### src/rtl/regfile_wb_scheduler.sv
// Register-file writeback scheduler.
// Tracks pending writes per register (busy scoreboard) to hold issue on
// RAW/WAW hazards, shares the single register-file write port between the
// ALU (wb0) and load (wb1) writeback paths with round-robin arbitration, and
// quiesces outstanding writes before the register dump is triggered.
module regfile_wb_scheduler #(
  parameter int BUS_DATA_WIDTH = 64
) (
  input  logic                      clk,
  input  logic                      reset,
  // decode / issue
  input  logic                      issue_valid,
  input  logic [4:0]                issue_rs1,
  input  logic [4:0]                issue_rs2,
  input  logic [4:0]                issue_rd,
  input  logic                      issue_wr,
  output logic                      issue_ready,
  // ALU writeback
  input  logic                      wb0_valid,
  input  logic [4:0]                wb0_rd,
  input  logic [BUS_DATA_WIDTH-1:0] wb0_data,
  output logic                      wb0_ready,
  // load writeback
  input  logic                      wb1_valid,
  input  logic [4:0]                wb1_rd,
  input  logic [BUS_DATA_WIDTH-1:0] wb1_data,
  output logic                      wb1_ready,
  // register-file write port
  output logic                      rf_wr_en,
  output logic [4:0]                rf_rd,
  output logic [BUS_DATA_WIDTH-1:0] rf_data,
  // status / drain
  output logic [31:0]               busy_vec,
  input  logic                      drain_req,
  output logic                      drain_done,
  output logic                      wb_err
);

  typedef enum logic [1:0] {
    RUN   = 2'd0,
    DRAIN = 2'd1,
    DONE  = 2'd2,
    HALT  = 2'd3
  } state_t;

  state_t                    state;
  state_t                    state_nxt;
  logic [31:0]               busy;
  logic [31:0]               busy_nxt;
  logic                      favor_wb1;   // both valid: wb1 wins when set
  logic                      grant0;
  logic                      grant1;
  logic                      wb_fire;
  logic                      issue_fire;
  logic [4:0]                acc_rd;
  logic [BUS_DATA_WIDTH-1:0] acc_data;

  assign busy_vec   = busy;
  assign issue_fire = issue_valid && issue_ready;
  assign wb0_ready  = grant0;
  assign wb1_ready  = grant1;
  assign wb_fire    = grant0 || grant1;
  assign acc_rd     = grant1 ? wb1_rd   : wb0_rd;
  assign acc_data   = grant1 ? wb1_data : wb0_data;

  // Issue may fire only while running and when no source or destination
  // register has a write outstanding.
  always_comb begin
    issue_ready = (state == RUN) &&
                  !busy[issue_rs1] && !busy[issue_rs2] &&
                  !(issue_wr && busy[issue_rd]);
  end

  // Round-robin arbitration: a lone requester always wins; on contention
  // the source that was not granted last wins.
  always_comb begin
    // NOTE: every always_comb output gets a default first so no path leaves
    // it unassigned, which would infer a latch.
    grant0 = 1'b0;
    grant1 = 1'b0;
    if (wb0_valid && wb1_valid) begin
      grant0 = !favor_wb1;
      grant1 = favor_wb1;
    end else begin
      grant0 = wb0_valid;
      grant1 = wb1_valid;
    end
  end

  // Scoreboard update: the write in progress clears its bit, a new issue
  // sets its bit afterwards so the set wins on a collision; x0 never busy.
  always_comb begin
    busy_nxt = busy;
    if (rf_wr_en) begin
      busy_nxt[rf_rd] = 1'b0;
    end
    if (issue_fire && issue_wr) begin
      busy_nxt[issue_rd] = 1'b1;
    end
    busy_nxt[0] = 1'b0;
  end

  // Scoreboard, write port, arbitration pointer and error flag registers.
  always_ff @(posedge clk) begin
    if (reset) begin
      // NOTE: the scoreboard is a plain flop vector rather than a RAM array,
      // so it can be cleared in a single reset cycle.
      busy      <= '0;
      rf_wr_en  <= 1'b0;
      rf_rd     <= '0;
      rf_data   <= '0;
      favor_wb1 <= 1'b0;
      wb_err    <= 1'b0;
    end else begin
      // NOTE: sequential state uses non-blocking assignments so every flop
      // samples the pre-edge values, independent of statement order.
      busy     <= busy_nxt;
      rf_wr_en <= wb_fire && (acc_rd != 5'd0);
      if (wb_fire && (acc_rd != 5'd0)) begin
        rf_rd   <= acc_rd;
        rf_data <= acc_data;
      end
      if (wb_fire) begin
        favor_wb1 <= grant0;
      end
      if (wb_fire && (acc_rd != 5'd0) && !busy[acc_rd]) begin
        wb_err <= 1'b1;
      end
    end
  end

  // Drain sequencer state register.
  always_ff @(posedge clk) begin
    if (reset) begin
      state <= RUN;
    end else begin
      state <= state_nxt;
    end
  end

  // Drain sequencer: stop issue, let writes retire, pulse drain_done once,
  // then hold until the request is withdrawn.
  always_comb begin
    state_nxt  = state;
    drain_done = 1'b0;
    case (state)
      RUN: begin
        if (drain_req) state_nxt = DRAIN;
      end
      DRAIN: begin
        if ((busy == 32'd0) && !rf_wr_en) state_nxt = DONE;
      end
      DONE: begin
        drain_done = 1'b1;
        state_nxt  = HALT;
      end
      HALT: begin
        if (!drain_req) state_nxt = RUN;
      end
      default: state_nxt = RUN;
    endcase
  end

endmodule

### config.mk
export PLATFORM = sky130hd
export DESIGN_NAME = regfile_wb_scheduler
export DESIGN_NICKNAME = d
export VERILOG_FILES = /design/src/rtl/regfile_wb_scheduler.sv
export SDC_FILE = /design/constraint.sdc
export NUM_CORES = 1
export LEC_CHECK = 0
export CORE_MARGIN = 2
export CORE_UTILIZATION = 47
export DETAILED_ROUTE_END_ITERATION = 6
export GPL_TIMING_DRIVEN = 0
export PLACE_DENSITY_LB_ADDON = 0.12
export SLEW_MARGIN = 5
export SYNTH_ARGS = -nofsm -noshare
export SYNTH_HDL_FRONTEND = slang
export SYNTH_SLANG_ARGS = --single-unit
### constraint.sdc
create_clock -name clk -period 5.62 [get_ports clk]
set_clock_uncertainty 0.15 [all_clocks]
set_input_delay 1.124 -clock clk [delete_from_list [all_inputs] [get_ports clk]]
set_output_delay 1.124 -clock clk [all_outputs]
set_load 0.01 [all_outputs]
==> out/results.ini <==
[setup_path]
cp_max_fo=10
worst_path_dominant_cell_family=buffers and inverters
worst-setup-path-type=primary input to output port
worstPathCellList=clkdlybuf4s50_1, buf_2, mux4_1, nor2_1, a31oi_1, nand4b_1, and4_4, nand3_4, buf_6, a21oi_1, clkdlybuf4s50_1
critPathLaunchType=primary input
rr_worst_depth=10
critPathBufInv=4
max_stage_delay_ns=0.59
cp_slowest_cell=mux4_1
worstPathRequired_ns=4.35
cp_common_cell=clkdlybuf4s50_1
worst_setup_path_end_kind=output port
crit_arrival_ns=3.93
path_depth=11

[route]
num_vias=7229
wire_per_inst_um=18.8
routed_via_density=5.92
drt_wl_total_um=23000
drtAntennaViolNets=0
drt_iter0_drc=615
first_pass_iters=5
drc=0

[synth]
ys_ff_latch=105
synthCells=775
synth-edff-count=0
synth_area_um2=6200
ys_seq_area_frac=0.339
synth_nets=940
synth_ff_type=dfxtp_1
avgSynthCellArea_um2=8.00
yosys_warnings=0
synth.distinct_cells=60
synthArstFlopShare=0

[floorplan]
start_util=0.485
die_h_um=119
die-area_um2=14100
core_area_um2=12800
num_rows=41
io-pin-count=267
die_x_um=119

[status]
status=finished clean

[final_layout]
antenna_cells=0
layout-drive-gt1-share=0.0629
syn_to_final_growth_pct=49.5
final_nets=1209
final_cells=1221

[timing]
setup_ws_ns=0.418
hold-worst-slack_ns=0.345
drv_slew=0
final-setup-viol-count=0
tightest_slew_ns=0.564
rsz0062_at_grt=no
hold_viol=0
maxSlewHeadroom=0.620
fin_crit_sh=0.926
setup_tns_ns=0
finalWorstPathRequiredPeriod_ns=5.20
fmax_mhz=192

[clocking]
clock-sinks=105
postCtsResizedCells=0
clk_pin_slew_worst_paths_ns=0.07
clockBufferDepth=2
cts_made_buffers=9
root_buffer=clkbuf_16
h-tree-depth=3
cts_tree=yes
post_cts_buffers=0
ctsHoldBuffers=0
clkLatencyLatePin_ns=0.35

[grt]
grt_start_max_net_pins=17
grt_pass1_wl_um=35300
grt_use_total=0.313
grt_pass1_vias=6740
grt.met2_usage=0.498
use_met1=0.385
antenna_found_initial=0
grt-ovfl-total=0
use_met3=0.106
grt.busiest_layer=met2

[power]
leakagePower_nw=3.45
powerDensity_nw_per_um2=225
power_mw=2.08
peakVddDrop_mv=0.159

[min_path]
holdPathStages=2
worstHoldPathType=flip-flop to flip-flop

[place]
numPlacedInstances=1205
place_congestion=0.980
numPortBuffers=258
dpl_worst_slack_ns=0.444
dp_hpwl_um=17200

[run]
drv_cap=0

==> metal layers <==
metal / share of wire / up-vias
met5: 0 / -
met4: 0.042 / 0
met3: 0.11 / 76
met2: 0.46 / 412
met1: 0.39 / 3310
li1: - / 3431
==> power by group <==
part	switching, mW	internal (mW)
Clock	0.282	0.313
Sequential	0.0392	0.800
Combinational	0.321	0.326
Total	0.642	1.44
==> cell usage after synthesis, drive strengths merged, types with 3 or more instances <==
master  count  share of area
a311o       3         0.0048
inv        11         0.0067
nor2       82          0.050
o21ai      13          0.010
and2        3         0.0030
mux4       13          0.050
o211ai     19          0.023
nor3b       5         0.0061
a311oi     68          0.096
nand2b     10          0.010
a211oi      9          0.011
nand4b      4         0.0056
mux2        7          0.013
nand3      34          0.029
nand4       6         0.0061
dfxtp     105           0.34
nor3        8         0.0083
nor4        8         0.0081
o22ai       3         0.0030
nand2     177           0.11
buf        30          0.029
a21boi      5         0.0061
clkbuf     40          0.024
a21oi      11         0.0089
mux2i      21          0.034
nand3b      7         0.0085
nor2b       4         0.0040
or2         3         0.0030
ha          5          0.010
o41ai      31          0.045
a31oi       5         0.0050
==> flip-flops by register name, summed over array words and instances (netlist names) <==
register   flops
wb_err         1
rf_wr_en       1
busy_vec      31
favor_wb1      1
rf_data       64
rf_rd          5
state          2
==> area by class of cell <==
cell class	count	area, um2
Tap cell	172	215
Fill cell	1008	3500
Inverter	13	48.8
Buffer	70	330
Clock buffer	12	246
Multi-Input combinational cell	587	3720
Timing Repair Buffer	258	2580
Clock inverter	4	26.3
Sequential cell	105	2100
==> worst min-delay path: cells and delay by family, from the launching register on <==
kind,cells,cell delay (ns)
AOI/OAI and AO/OA,1,0.05
DFF,1,0.31
and+or+nand+nor,1,0.09
==> through the flow <==
step / util / cell area, um2
6_report: 0.726 / 9270
5_1_grt: 0.726 / 9270
4_1_cts: 0.726 / 9270
3_5_place_dp: 0.704 / 9000
3_3_place_gp: 0.704 / 9000
2_1_floorplan: - / 6200
==> kinds of logic (layout without fill, tap and decap cells) <==
family          count (synthesis)  after routing  synth area share
simple gates                  362            362             0.263
compound gates                178            178             0.230
flops                         105            105             0.339
buf+inv                        83            357            0.0611
mux                            41             41            0.0962
fa+ha+maj                       5              5            0.0101
other cells                     1              1          0.000605
==> cell usage in the layout, fill, tap and decap left out, types with 4 or more instances in the layout <==
cell and n:
a21oi_1 11, mux2i_1 21, buf_2 21, o41ai_1 30
a311oi_1 68, a31oi_1 5, mux4_2 9, ha_1 5
buf_6 5, a21boi_0 5, nor3b_1 5, mux2_2 7
inv_1 11, nor2b_1 4, nand2b_1 10, o21ai_0 12
o211ai_1 19, clkbuf_1 42, nand3_1 33, nor2_1 82
nor4_1 8, nand4_1 6, a211oi_1 9, clkbuf_16 9
nand3b_1 7, nand4b_1 4, dfxtp_1 105, nor3_1 7
clkdlybuf4s50_1 258, mux4_1 4, nand2_1 177
==> path summary, 6_finish.rpt <==
path / start / end / slack [ns]
max: issue_rs1[2] / issue_ready / 0.42
min reg2reg: rf_data[3]$_SDFFE_PP0P_ / rf_data[3]$_SDFFE_PP0P_ / 0.35
max reg2reg: favor_wb1$_SDFFE_PP0P_ / rf_data[63]$_SDFFE_PP0P_ / 2.86
min: rf_data[3]$_SDFFE_PP0P_ / rf_data[3]$_SDFFE_PP0P_ / 0.35
(Power assumes the default switching activity.)
